==> src/rtl/softmax_arb_if.sv <==
// Requester/engine bundle around the softmax arbiter: request vectors in, grant/done/result out,
// plus the hold-while-computing start/data link to the shared engine and its one-cycle result pulse.
interface softmax_arb_if #(
   parameter int D_W   = 16,
   parameter int NUM   = 16,
   parameter int N_REQ = 4
);
   localparam int VW = D_W * NUM;
   localparam int IW = $clog2(N_REQ);

   logic [N_REQ-1:0]    req;
   logic [N_REQ*VW-1:0] req_data;
   logic [N_REQ-1:0]    gnt;
   logic [N_REQ-1:0]    done;
   logic                err;
   logic [IW-1:0]       id;
   logic [VW-1:0]       data;
   logic                sm_start;
   logic [VW-1:0]       sm_data;
   logic                sm_vld;
   logic [VW-1:0]       sm_res;

   modport master (
      output req, req_data, sm_vld, sm_res,
      input  gnt, done, err, id, data, sm_start, sm_data
   );

   modport slave (
      input  req, req_data, sm_vld, sm_res,
      output gnt, done, err, id, data, sm_start, sm_data
   );
endinterface

==> src/rtl/softmax_arb.sv <==
// Round-robin share of one softmax engine: grant 1 cycle after request, result/done 1 cycle after engine valid,
// 3-cycle turnaround; requesters hold req+data until their done/err, losers simply wait (no drop).
module softmax_arb #(
   parameter int D_W     = 16,
   parameter int NUM     = 16,
   parameter int N_REQ   = 4,
   parameter int TIMEOUT = 1024
) (
   input logic          clk,
   input logic          rst_n,
   softmax_arb_if.slave bus
);
   localparam int VW = D_W * NUM;
   localparam int IW = $clog2(N_REQ);
   localparam int CW = $clog2(TIMEOUT + 1);
   localparam logic [CW-1:0] CNT_LAST = CW'(TIMEOUT - 1);

   typedef enum logic [1:0] {
      S_IDLE = 2'd0,
      S_RUN  = 2'd1,
      S_GAP  = 2'd2
   } state_t;

   state_t           state;
   state_t           state_nxt;
   logic [IW-1:0]    cur;
   logic [IW-1:0]    last;
   logic [IW-1:0]    pick;
   logic             pick_vld;
   logic [CW-1:0]    cnt;
   logic             run;
   logic             cur_req;
   logic             hit_done;
   logic             hit_abort;
   logic             hit_tout;
   logic             finish;
   logic [N_REQ-1:0] gnt_q;
   logic [N_REQ-1:0] done_q;
   logic             err_q;
   logic [IW-1:0]    id_q;
   logic [VW-1:0]    data_q;

   assign run     = (state == S_RUN);
   assign cur_req = bus.req[cur];
   assign finish  = hit_done | hit_abort | hit_tout;

   // Search starts just after the last served index so every requester gets a turn.
   always_comb begin
      int idx;
      idx      = 0;
      pick     = last;
      pick_vld = 1'b0;
      for (int i = 1; i <= N_REQ; i++) begin
         idx = int'(last) + i;
         if (idx >= N_REQ) idx = idx - N_REQ;
         if (!pick_vld && bus.req[idx]) begin
            pick     = IW'(idx);
            pick_vld = 1'b1;
         end
      end
   end

   always_ff @(posedge clk or negedge rst_n) begin
      if (!rst_n) state <= S_IDLE;
      else        state <= state_nxt;
   end

   always_comb begin
      state_nxt = state;
      hit_done  = 1'b0;
      hit_abort = 1'b0;
      hit_tout  = 1'b0;
      case (state)
         S_IDLE: if (pick_vld) state_nxt = S_RUN;
         S_RUN: begin
            if (bus.sm_vld)            hit_done  = 1'b1;
            else if (!cur_req)         hit_abort = 1'b1;
            else if (cnt == CNT_LAST)  hit_tout  = 1'b1;
            if (hit_done || hit_abort || hit_tout) state_nxt = S_GAP;
         end
         S_GAP:   state_nxt = S_IDLE;
         default: state_nxt = S_IDLE;
      endcase
   end

   always_ff @(posedge clk or negedge rst_n) begin
      if (!rst_n) begin
         cur    <= '0;
         last   <= IW'(N_REQ - 1);
         cnt    <= '0;
         gnt_q  <= '0;
         done_q <= '0;
         err_q  <= 1'b0;
         id_q   <= '0;
         data_q <= '0;
      end else begin
         done_q <= '0;
         err_q  <= 1'b0;
         if (state == S_IDLE && pick_vld) begin
            cur   <= pick;
            gnt_q <= N_REQ'(1) << pick;
            cnt   <= '0;
         end else if (run && cnt != '1) begin
            cnt <= cnt + 1'b1;
         end
         if (hit_done) begin
            data_q <= bus.sm_res;
            id_q   <= cur;
            done_q <= N_REQ'(1) << cur;
         end
         if (hit_tout) begin
            err_q <= 1'b1;
            id_q  <= cur;
         end
         if (finish) begin
            gnt_q <= '0;
            last  <= cur;
         end
      end
   end

   // Start drops in the valid cycle so the engine cannot re-launch on the same vector.
   assign bus.sm_start = run & ~bus.sm_vld;
   assign bus.sm_data  = run ? bus.req_data[int'(cur)*VW +: VW] : '0;
   assign bus.gnt      = gnt_q;
   assign bus.done     = done_q;
   assign bus.err      = err_q;
   assign bus.id       = id_q;
   assign bus.data     = data_q;

   a_gnt_onehot: assert property (@(posedge clk) disable iff (!rst_n) $onehot0(gnt_q));
   a_done_onehot: assert property (@(posedge clk) disable iff (!rst_n) $onehot0(done_q));
endmodule

==> src/flat_wrapper.sv <==
// flat-port wrapper written by rule: the top's interface ports become plain ports
module softmax_arb_flat 
#(
   parameter int D_W     = 16,
   parameter int NUM     = 16,
   parameter int N_REQ   = 4,
   parameter int TIMEOUT = 1024
)
  (clk, rst_n, bus_req, bus_req_data, bus_sm_vld, bus_sm_res, bus_gnt, bus_done, bus_err, bus_id, bus_data, bus_sm_start, bus_sm_data);
  softmax_arb_if #(.D_W(D_W), .NUM(NUM), .N_REQ(N_REQ)) bus_i ();
  input logic clk;
  input logic rst_n;
  input wire logic [$bits(bus_i.req)-1:0] bus_req;
  input wire logic [$bits(bus_i.req_data)-1:0] bus_req_data;
  input wire logic [$bits(bus_i.sm_vld)-1:0] bus_sm_vld;
  input wire logic [$bits(bus_i.sm_res)-1:0] bus_sm_res;
  output wire logic [$bits(bus_i.gnt)-1:0] bus_gnt;
  output wire logic [$bits(bus_i.done)-1:0] bus_done;
  output wire logic [$bits(bus_i.err)-1:0] bus_err;
  output wire logic [$bits(bus_i.id)-1:0] bus_id;
  output wire logic [$bits(bus_i.data)-1:0] bus_data;
  output wire logic [$bits(bus_i.sm_start)-1:0] bus_sm_start;
  output wire logic [$bits(bus_i.sm_data)-1:0] bus_sm_data;
  assign bus_i.req = bus_req;
  assign bus_i.req_data = bus_req_data;
  assign bus_i.sm_vld = bus_sm_vld;
  assign bus_i.sm_res = bus_sm_res;
  assign bus_gnt = bus_i.gnt;
  assign bus_done = bus_i.done;
  assign bus_err = bus_i.err;
  assign bus_id = bus_i.id;
  assign bus_data = bus_i.data;
  assign bus_sm_start = bus_i.sm_start;
  assign bus_sm_data = bus_i.sm_data;
  softmax_arb #(.D_W(D_W), .NUM(NUM), .N_REQ(N_REQ), .TIMEOUT(TIMEOUT)) u_core (.clk(clk), .rst_n(rst_n), .bus(bus_i));
endmodule
==> config.mk <==
export PLATFORM = sky130hd
export DESIGN_NAME = softmax_arb_flat
export DESIGN_NICKNAME = d
export VERILOG_FILES = /design/src/rtl/softmax_arb_if.sv /design/src/rtl/softmax_arb.sv /design/src/flat_wrapper.sv
export SDC_FILE = /design/constraint.sdc
export NUM_CORES = 1
export LEC_CHECK = 0
export ABC_CLOCK_PERIOD_IN_PS = 2700
export CELL_PAD_IN_SITES_DETAIL_PLACEMENT = 1
export CELL_PAD_IN_SITES_GLOBAL_PLACEMENT = 1
export CORE_AREA = 10 10 696 698
export DETAILED_ROUTE_END_ITERATION = 12
export DIE_AREA = 0 0 706 708
export GPL_TIMING_DRIVEN = 0
export HOLD_SLACK_MARGIN = 0.02
export PLACE_DENSITY = 0.3
export SETUP_SLACK_MARGIN = 0.1
export SKIP_CTS_REPAIR_TIMING = 1
export SYNTH_ARGS = -nofsm -noshare
export SYNTH_HDL_FRONTEND = slang
export SYNTH_SLANG_ARGS = --single-unit
export TNS_END_PERCENT = 5
==> constraint.sdc <==
create_clock -name clk -period 2.7 [get_ports clk]
set_clock_uncertainty 0.15 [all_clocks]
set_input_delay 0.405 -clock clk [delete_from_list [all_inputs] [get_ports clk]]
set_output_delay 0.405 -clock clk [all_outputs]
set_load 0.05 [all_outputs]
* After elaboration in Yosys (flattened, before gate mapping) *
Index checks and enable logic that the tools add are counted.

operators by class
  order comparisons = 9
  multiplexer cells = 50
  bitwise logic cells = 4
  shifts and indexed selects = 3
  reductions and logical operators = 15
  add/sub/neg operators = 9
  eq/ne operators = 5

operator list
  cell                                                   count
  variable part select 1024 x 11 -> 256 bit              1
  two-way mux 256 bit                                    1
  >= comparator 32 x 4 -> 1 bit (second input constant)  4
  < comparator 32 x 4 -> 1 bit (second input constant)   4
  two-way mux 32 bit                                     4
  subtractor 32 x 4 -> 32 bit (second input constant)    4
  two-way mux 1 bit                                      26
  two-way mux 11 bit                                     2
  two-way mux 2 bit                                      8
  two-way mux 4 bit                                      3
  adder 11 x 1 -> 11 bit (second input constant)         1
  == test 11 x 10 -> 1 bit (second input constant)       1
  != test 11 bit (second input constant)                 1
  binary-select mux 1 bit (select 2 bit)                 5
  << shifter 1 x 2 -> 4 bit (first input constant)       2
  adder 2 x 2 -> 3 bit (second input constant)           2
  nonzero test 2 bit                                     3
  logical AND 1 bit                                      5
  adder 2 x 3 -> 4 bit (second input constant)           1
  case mux 2 bit (2 select lines)                        1
  adder 2 x 1 -> 3 bit (second input constant)           1
  zero test 1 bit                                        3
  < comparator 2 x 3 -> 1 bit (second input constant)    1
  == test 2 x 1 -> 1 bit (second input constant)         1
  8 further kinds                                        10

storage, ports and cells
  register bits = 284
  logic and storage cells = 104
  input port bits = 1,287
  output and inout bits = 524

* Logic depth before layout (Yosys ltp) *
Gate-level depths: netlist (run 1).

  depth after elaboration = 19
  mapped depth = 7
  gate-level depth less buffers = 6

* Worst setup path after synthesis (run 1) *
No wires, ideal clock.

  kind = register to output
  from = reg u_core.cur[0]
  to = out bus_sm_data[100]
  data required time = 2,145 ps
  slack = 425 ps
  arrival time = 1,720 ps
  cell stages (with the launch flop) = 6
  cell sequence = dfrtp_1 -> buf_4 -> buf_2 -> buf_2 -> mux4_2 -> and2_1

on the way
  word-level cells in the longest chain between the ends = 2

ends and longest elaborated chain
  element                                    RTL line            source
  start: declaration                         softmax_arb.sv:26   logic [IW-1:0] cur;
  start signal: assignment                   softmax_arb.sv:100  cur <= pick;
  variable part select 1024 x 11 -> 256 bit  softmax_arb.sv:124  assign bus.sm_data = run ? bus.req_data[int'(cur)*VW +: VW] : '0;
  two-way mux 256 bit                        softmax_arb.sv:124
  end: declaration                           flat_wrapper.sv:23  output wire logic [$bits(bus_i.sm_data)-1:0] bus_sm_data;

Every way passes these cells.

* Worst setup path in the final report (run 1) *
  from = in bus_sm_vld
  to = reg u_core.done_q[0] (netlist: u_core.bus.done[0])

on the way
  word-level cells in the longest chain between the ends = 4

ends and longest elaborated chain
  element                          RTL line            source
  start: declaration               flat_wrapper.sv:15  input wire logic [$bits(bus_i.sm_vld)-1:0] bus_sm_vld;
  two-way mux 1 bit                softmax_arb.sv:76   if (bus.sm_vld) hit_done = 1'b1;
  two-way mux 1 bit (2 in series)  softmax_arb.sv:73   case (state)
  two-way mux 4 bit                softmax_arb.sv:106  if (hit_done) begin
  end signal: assignment           softmax_arb.sv:109  done_q <= N_REQ'(1) << cur;
  end: declaration                 softmax_arb.sv:38   logic [N_REQ-1:0] done_q;

Every way passes these cells. The select of a mux whose other input is x is not followed.
A chain may end at the register's enable or synchronous reset.

==> run_results.csv, run 1 <==
group,metric,value,unit
power_and_ir_drop,clkPwrFrac,11.1,%
setup_path,slowest_delay,1060,ps
setup_path,path_cells,"clkdlybuf4s50_1 -> nand2_2 -> clkbuf_1 -> nor3_1",
grt,grt_use_total,16.58,%
detailed_routing,vias,26290,
timing,fin_crit_sh,127.6,%
detailed_routing,first_pass_iters,5,
run_status,failed_checks,"negative setup slack",
setup_path,r2r_end,"u_core.bus.data[83]$_DFFE_PN0P_",
setup_path,worstSetupPathType,"input port to register",
floorplanning,num_rows,252,
power_and_ir_drop,powerDensity,1283,mW/mm2
timing,finalMaxSlewViolations,0,
floorplanning,ios,1811,
detailed_routing,drtIter0Drc,1716,
detailed_routing,drt_wl_total,435100,um
finish,nets,4991,
place,dp_cells,9851,
power_and_ir_drop,total_power,59870,uW
synth,ys.flop_type,"dfrtp_1",
synth,synth_edf_count,0,
detailed_routing,wl_per_cell,43.20,um
grt,grt_max_degree,88,
setup_path,crit_path_end_kind,"register",
timing,finalCriticalPeriod,3444,ps
synth,ys_seq_elements,284,
timing,worst_pin_slew,1223,ps
power_and_ir_drop,swShare,60.56,%
setup_path,crit_slowest_cell,"clkdlybuf4s50_1",
setup_path,path_buf_inv,2,
place,gp_congestion,1.004,
floorplanning,die_x,706,um
power_and_ir_drop,power_frac_seq,12.6,%
detailed_routing,antenna_left,0,
place,pre_cts_ws,-3319,ps
synth,synth_nets,3103,
setup_path,reg2regPathDepth,10,
clock_tree,tritoncts,"built",
synth,synthTopCellsByCount,"783 x nand2_1, 282 x dfrtp_1, 259 x and2_1",
synth,yosys.area.top_type_share,37.59,%
clock_tree,clkTransAtPathRegs,60,ps
timing,finalSetupTns,-194710,ps
synth,synth.avg_cell_area,10.34,um2
floorplanning,core,0.4701,mm2
setup_path,path_max_fanout,10,
finish,fin_area,0.04668,mm2
detailed_routing,drcViolationCount,0,
clock_tree,clock_latency,680,ps
power_and_ir_drop,pwr-share-comb,76.3,%
floorplanning,initial_core_util,3.993,%
place,dpl_cell_area,0.04473,mm2
synth,syn_inst,1815,
timing,setup_viol,509,
synth,yosysWarnings,0,
setup_path,critPathTopFamily,"simple AND/OR/NAND/NOR gates",
synth,synth_top_cell_by_area,"dfrtp_1",
finish,drive_above_1_share,20.46,%
timing,fmax,290.3,MHz
synth,synth_area_leaders,"dfrtp_1 38%, mux4_2 31%, nand2_1 16%",
power_and_ir_drop,leakagePower,0.01766,uW
finish,area_growth,148.7,%
grt,antenna_found_initial,551,
clock_tree,cts-root-buf,"clkbuf_16",
setup_path,cp-start-kind,"input port",
place,portBuffers,1810,
detailed_routing,vias_per_cell,2.611,
clock_tree,htreeDepth,2,
synth,seq_area_frac_synth,37.87,%
timing,max-slew-margin-rel,18.20,%
power_and_ir_drop,ir_drop,0.5399,mV
setup_path,cp.arrival,3770,ps
timing,rsz0062_at_grt,"true",
synth,synthArstFlopShare,100.0,%
synth,synth_area,0.01877,mm2
synth,synth.distinct_cells,46,
setup_path,r2r-start,"u_core.state[1]$_DFFE_PN0P_",
finish,fin_cells,10070,
hold_path,min_path_type,"input port to asynchronous set/reset pin",
power_and_ir_drop,cell_internal_pwr,23610,uW
clock_tree,cts_buffers,49,
clock_tree,numClockSinks,284,
floorplanning,die_area,0.4998,mm2
run,cap_violations,0,
power_and_ir_drop,p_sw,36260,uW
grt,overflow,0,
run_status,status,"finished with violations",
clock_tree,cts_max_path_buffers,3,
setup_path,r2r_setup_slack,-610,ps
place,dp_hpwl,404600,um
timing,hold_viol,0,
grt,grt_pass1_vias,26340,
floorplanning,dieHeight,708,um
synth,synthMostInstantiatedCell,"nand2_1",
setup_path,crit_required,3020,ps
timing,fin_ws,-744.3,ps
grt,grt_first_pass_wirelength,497400,um
==> routing by layer <==
| metal | wire [um] | GRT usage [%] | up-vias |
|---|---|---|---|
| met3 | 61470 | 10.65 | 909 |
| met5 | 1247 | 0 | - |
| met1 | 153700 | 17.20 | 12910 |
| met4 | 10670 | 2.041 | 190 |
| li1 | - | - | 10190 |
| met2 | 207900 | 28.85 | 2089 |
==> worst max path at each step <==
stage	startpoint	end	slack (ps)	cells after the start
CTS	u_core.state[0]$_DFFE_PN0P_	bus_sm_data[139]	-4130	6
global placement	rst_n	u_core.bus.data[79]$_DFFE_PN0P_	-14980	1
floorplan	u_core.cur[0]$_DFFE_PN0P_	bus_sm_data[100]	420	5
global route	u_core.cur[0]$_DFFE_PN0P_	bus_sm_data[159]	-860	7
detailed placement	u_core.state[0]$_DFFE_PN0P_	bus_sm_data[139]	-3320	6
finish	bus_sm_vld	u_core.bus.done[0]$_DFF_PN0_	-740	4
==> stage by stage <==
stage	hold WS, ps	utilization [%]
finish	44.55	9.930
global route	35.01	9.888
CTS	-597.5	9.856
detailed placement	189.0	9.515
global placement	312.1	9.503
floorplan	-40.59	-
==> registers in the layout, summed over array words and instances, names as in the netlist <==
signal / cells
u_core.bus.gnt: 4
u_core.cur: 2
u_core.bus.id: 2
u_core.last: 2
u_core.bus.data: 256
u_core.bus.done: 4
u_core.bus.err: 1
u_core.cnt: 11
u_core.state: 2
==> power by group through the flow <==
stage          combinational [uW]  clock [uW]  sequential, uW
6_report                    45700        6680            7520
5_1_grt                     48000        7170            7770
4_1_cts                     46400        7090            7560
3_5_place_dp                46200           0            7580
3_3_place_gp                46400           0            7580
2_1_floorplan               16700           0           13600
==> layout by cell type, fill, tap and decap left out, drive strengths merged, types with 3 or more instances in the layout <==
cell	n
clkinvlp	4
a21oi	5
buf	201
and2	259
mux4	256
nand3	6
dfrtp	282
dlymetal6s2s	21
nand4	5
nor2	10
clkinv	11
clkdlybuf4s50	1548
mux2i	8
bufinv	3
mux2	5
nand2	783
inv	5
o21ai	6
nand2b	5
diode	112
clkbuf	278
==> cell type report <==
cell class | count | area [um2]
fill | 55190 | 423400
timing repair buffer | 1837 | 17700
multi-input combinational | 1379 | 11000
tap | 6223 | 7786
sequential | 284 | 7111
clock buffer | 64 | 1353
buffer | 148 | 1186
antenna | 112 | 280.3
clock inverter | 19 | 249.0
inverter | 4 | 15.01
==> worst register-to-register path: cells and delay by family (launching register included) <==
| kind | cells | cell delay, ps |
|---|---|---|
| buffers and inverters | 6 | 1780 |
| and+or+nand+nor | 4 | 870 |
| DFF | 1 | 430 |
==> cell families after synthesis <==
logic type      synth area share [%]
xor+xnor                     0.09333
compound gates                 1.047
fa+ha+maj                    0.06664
simple gates                   25.55
flops                          37.87
mux                            31.48
buf+inv                        3.899
Power figures use the tool's default switching activity.
==> run 2: changes to the inputs <==
SETUP_SLACK_MARGIN = default   (was 0.1)
==> run 2 against run 1 <==
  * The run still ends with negative setup slack left
  * Clock power barely moved
  * Critical path depth grew 3
  * Sequential cell count stayed put
  * Setup slack worse by 76 ps
  * Hold slack better by 0.53 ps
  * Wire length hardly changed
  * First-iteration DRC count fell by 2.9%
  * Cell count barely moved
  * Via count grew 0.13%
  * Non-clock buffer count stayed put
  * Register-to-register slack improved by 20 ps
  * Critical endpoint is now bus_sm_data[94]
  * Sequential share of layout area hardly changed
==> run_results.csv, run 2 (synthesis results as in run 1) <==
group,metric,value,unit
run_status,status,"finished with violations",
run_status,failed_checks,"negative setup slack",
floorplanning,dieHeight,708,um
power_and_ir_drop,powerDensity,1281,mW/mm2
setup_path,path_cells,"buf_6 -> buf_12 -> buf_12 -> buf_16 -> mux4_2 -> and2_1 -> clkbuf_2",
detailed_routing,drt_wl_total,435000,um
timing,hold_viol,0,
detailed_routing,first_pass_iters,5,
setup_path,path_max_fanout,10,
place,dpl_cell_area,0.04473,mm2
timing,setup_viol,511,
finish,nets,4991,
finish,largest_register_ffs,256,
grt,grt_max_degree,88,
grt,overflow,0,
power_and_ir_drop,cell_internal_pwr,23470,uW
detailed_routing,antenna_left,0,
timing,finalCriticalPeriod,3521,ps
place,dp_hpwl,404600,um
power_and_ir_drop,power_frac_seq,12.6,%
setup_path,crit_slowest_cell,"mux4_2",
finish,area_growth,148.3,%
setup_path,crit_path_end_kind,"output port",
timing,fin_ws,-820.5,ps
floorplanning,num_rows,252,
floorplanning,ios,1811,
detailed_routing,drcViolationCount,0,
timing,finalMaxSlewViolations,0,
setup_path,critPathTopFamily,"buffers and inverters",
floorplanning,die_x,706,um
timing,worst_pin_slew,1223,ps
grt,antenna_found_initial,553,
clock_tree,numClockSinks,284,
clock_tree,tritoncts,"built",
detailed_routing,vias,26330,
finish,post-route-util,9.916,%
clock_tree,cts_buffers,49,
power_and_ir_drop,total_power,59700,uW
clock_tree,cts_max_path_buffers,3,
floorplanning,initial_core_util,3.993,%
detailed_routing,drtIter0Drc,1667,
detailed_routing,vias_per_cell,2.613,
floorplanning,die_area,0.4998,mm2
clock_tree,htreeDepth,2,
setup_path,path_common_cell,"buf_12",
detailed_routing,wl_per_cell,43.18,um
grt,grt_pass1_vias,26340,
power_and_ir_drop,clkPwrFrac,11.2,%
timing,finalSetupTns,-198270,ps
run,cap_violations,0,
timing,rsz0062_at_grt,"true",
setup_path,r2r_setup_slack,-590,ps
clock_tree,clock_latency,680,ps
clock_tree,cts-root-buf,"clkbuf_16",
place,portBuffers,1810,
timing,fmax,284.0,MHz
grt,grt_use_total,16.58,%
power_and_ir_drop,swShare,60.68,%
power_and_ir_drop,ir_drop,0.5396,mV
setup_path,path_buf_inv,5,
setup_path,cp.arrival,2970,ps
place,gp_congestion,1.004,
finish,drive_above_1_share,20.24,%
finish,final_common_cell,"clkdlybuf4s50_1",
setup_path,slowest_delay,780,ps
setup_path,crit_required,2140,ps
timing,fin_crit_sh,130.4,%
finish,fin_area,0.04661,mm2
setup_path,worstSetupPathType,"register to output port",
finish,mostFrequentLayoutCells,"1548 x clkdlybuf4s50_1, 782 x nand2_1, 281 x dfrtp_1",
power_and_ir_drop,leakagePower,0.01765,uW
power_and_ir_drop,pwr-share-comb,76.2,%
grt,grt_first_pass_wirelength,497400,um
setup_path,cp-start-kind,"register",
clock_tree,clkTransAtPathRegs,60,ps
power_and_ir_drop,p_sw,36230,uW
hold_path,min_path_type,"input port to asynchronous set/reset pin",
floorplanning,core,0.4701,mm2
timing,max-slew-margin-rel,18.21,%
-- run 2: area by class of cell --
cell class | count | area [um2]
Fill cell | 55190 | 423500
Timing Repair Buffer | 1837 | 17630
Multi-Input combinational cell | 1379 | 10990
Tap cell | 6223 | 7786
Sequential cell | 284 | 7111
Clock buffer | 64 | 1353
Buffer | 148 | 1196
Antenna cell | 116 | 290.3
Clock inverter | 19 | 249.0
Inverter | 4 | 15.01
-- run 2: worst paths after layout --
path	start	to	cells past startpoint
max in group asynchronous	rst_n	u_core.state[0]$_DFFE_PN0P_	4
worst max register to register	u_core.state[1]$_DFFE_PN0P_	u_core.bus.data[83]$_DFFE_PN0P_	10
worst min register to register	u_core.bus.data[82]$_DFFE_PN0P_	u_core.bus.data[82]$_DFFE_PN0P_	2
min in group clk	bus_sm_res[21]	u_core.bus.data[21]$_DFFE_PN0P_	3
worst max-delay path	u_core.cur[0]$_DFFE_PN0P_	bus_sm_data[94]	7
worst min-delay path	rst_n	u_core.bus.data[248]$_DFFE_PN0P_	2
-- run 2: power groups by stage --
stage	logic (uW)	clock network, uW	registers (uW)
3_5_place_dp	46200	0	7580
3_3_place_gp	46400	0	7580
4_1_cts	46400	7090	7560
5_1_grt	47800	7170	7770
6_report	45500	6680	7510
2_1_floorplan	16700	0	13600
-- run 2: routing by layer --
layer,GRT usage [%],share of wire (%),vias up,wire length [um]
met2,28.85,48,2100,207400
met4,2.041,2.6,190,11340
met3,10.65,14,913,62050
met1,17.20,35,12930,153000
met5,0,0.28,-,1239
li1,-,-,10200,-
-- run 2: metrics by stage --
step                instances  hold WS [ps]  worst slack, ps
floorplan                1815        -40.59            424.6
global placement         9848         312.1           -14980
detailed placement       9851         189.0            -3319
CTS                      9934        -597.5            -4133
global route             9993         35.01           -862.0
finish                  10070         45.09           -820.5
==> run 3: changes to the inputs <==
ABC_CLOCK_PERIOD_IN_PS = 4400   (was 2700)
CORE_AREA = 10 10 700 702   (was 10 10 696 698)
DIE_AREA = 0 0 710 712   (was 0 0 706 708)
clock period = 4.4 ns   (was 2.7 ns; I/O delays follow)
==> run 3 against run 2 <==
  * The run now ends clean
  * Non-clock buffer count fell by 23
  * Clock-buffer cell count is 6 lower
  * First-iteration DRC count increased by 0.72%
  * Critical path type unchanged
  * Critical endpoint is now bus_sm_data[245]
==> run_results.csv, run 3 (synthesis results as in run 1) <==
group,metric,value,unit
floorplanning,ios,1811,
power_and_ir_drop,total_power,35980,uW
power_and_ir_drop,swShare,60.46,%
place,gp_congestion,0.9580,
floorplanning,die_area,0.5055,mm2
grt,grt_max_degree,91,
run_status,status,"finished, final reports clean",
grt,grt_first_pass_wirelength,473200,um
timing,finalMaxSlewViolations,0,
setup_path,cp-start-kind,"register",
timing,hold_viol,0,
clock_tree,cts_buffers,44,
power_and_ir_drop,powerDensity,766.4,mW/mm2
power_and_ir_drop,clkPwrFrac,11.3,%
timing,rsz0062_at_grt,"true",
finish,nets,4963,
floorplanning,die_x,710,um
power_and_ir_drop,p_sw,21750,uW
clock_tree,clkTransAtPathRegs,60,ps
floorplanning,initial_core_util,3.941,%
power_and_ir_drop,power_frac_seq,12.7,%
grt,grt_use_total,15.57,%
power_and_ir_drop,pwr-share-comb,76.1,%
detailed_routing,drcViolationCount,0,
timing,fmax,231.4,MHz
grt,overflow,0,
finish,fin_cells,10110,
finish,area_growth,150.1,%
detailed_routing,wl_per_cell,40.75,um
finish,final_common_cell,"clkdlybuf4s50_1",
place,dp_hpwl,381600,um
floorplanning,dieHeight,712,um
clock_tree,tritoncts,"built",
grt,grt_pass1_vias,26000,
place,dp_cells,9900,
grt,antenna_found_initial,473,
finish,mostFrequentLayoutCells,"1581 x clkdlybuf4s50_1, 783 x nand2_1, 282 x dfrtp_1",
setup_path,crit_path_end_kind,"output port",
timing,finalCriticalPeriod,4322,ps
setup_path,cp.arrival,3510,ps
setup_path,crit_required,3590,ps
clock_tree,numClockSinks,284,
power_and_ir_drop,leakagePower,0.01930,uW
power_and_ir_drop,ir_drop,0.3107,mV
setup_path,path_max_fanout,10,
timing,whs,322.4,ps
timing,worst_pin_slew,1363,ps
clock_tree,cts-root-buf,"clkbuf_16",
detailed_routing,antenna_left,0,
detailed_routing,vias_per_cell,2.565,
clock_tree,clock_latency,670,ps
finish,largest_register_ffs,256,
detailed_routing,first_pass_iters,5,
clock_tree,htreeDepth,2,
detailed_routing,drtIter0Drc,1679,
finish,drive_above_1_share,14.02,%
run,cap_violations,0,
timing,fin_crit_sh,98.23,%
hold_path,min_path_type,"input port to asynchronous set/reset pin",
detailed_routing,vias,25940,
power_and_ir_drop,cell_internal_pwr,14230,uW
place,portBuffers,1810,
detailed_routing,drt_wl_total,412100,um
floorplanning,num_rows,254,
clock_tree,cts_max_path_buffers,3,
timing,setup_viol,0,
floorplanning,core,0.4764,mm2
timing,max-slew-margin-rel,8.816,%
setup_path,worstSetupPathType,"register to output port",
==> run 3: layout make-up <==
| cell class | instances | area (um2) |
|---|---|---|
| antenna | 130 | 325.3 |
| buffer | 148 | 820.8 |
| clock buffer | 58 | 1235 |
| clock inverter | 22 | 314.1 |
| fill | 55800 | 429400 |
| inverter | 4 | 15.01 |
| multi-input combinational | 1379 | 10940 |
| sequential | 284 | 7109 |
| tap | 6272 | 7848 |
| timing repair buffer | 1814 | 18350 |
==> run 3: critical path: stages, from the launching register on <==
cell and delay (ps):
dfrtp_1 370, clkbuf_4 400, buf_4 390, buf_2 330, mux4_2 340, and2_1 210
clkdlybuf4s50_1 760
==> run 3: final timing paths <==
path / start / endpoint / slack [ps] / cells past startpoint
worst max-delay path: u_core.cur[1]$_DFFE_PN0P_ / bus_sm_data[245] / 80 / 6
worst min-delay path: rst_n / u_core.bus.data[249]$_DFFE_PN0P_ / 320 / 2
worst max register to register: u_core.state[0]$_DFFE_PN0P_ / u_core.bus.data[148]$_DFFE_PN0P_ / 1170 / 7
worst min register to register: u_core.bus.data[141]$_DFFE_PN0P_ / u_core.bus.data[141]$_DFFE_PN0P_ / 330 / 2
max in group asynchronous: rst_n / u_core.bus.data[202]$_DFFE_PN0P_ / 2430 / 4
min in group clk: u_core.bus.data[141]$_DFFE_PN0P_ / u_core.bus.data[141]$_DFFE_PN0P_ / 330 / 2
==> run 3: metal layers <==
layer	wire (um)	GRT usage, %	up-vias	share of wire (%)
met5	1161	0	-	0.28
met4	10360	2.734	174	2.5
met3	52700	8.795	725	13
met2	194700	26.44	1950	47
met1	153100	17.06	12960	37
li1	-	-	10130	-
==> run 3: metrics by stage <==
step	setup slack (ps)	TNS, ps	area [um2]	utilization (%)
after CTS	-2488	-314080	46380	9.736
final	77.98	0	46950	9.856
after floorplan	1870	0	18770	-
after detailed placement	-1666	-110720	44830	9.411
after global routing	-135.2	-1201	46720	9.807
after global placement	-13560	-3947050	44740	9.391
==> run 3: power by group through the flow <==
stage | Combinational [uW] | Clock (uW) | Sequential (uW)
finish | 27400 | 4050 | 4560
detailed placement | 28200 | 0 | 4590
floorplan | 10200 | 0 | 8380
global placement | 28400 | 0 | 4590
global route | 28600 | 4370 | 4730
CTS | 28400 | 4340 | 4580
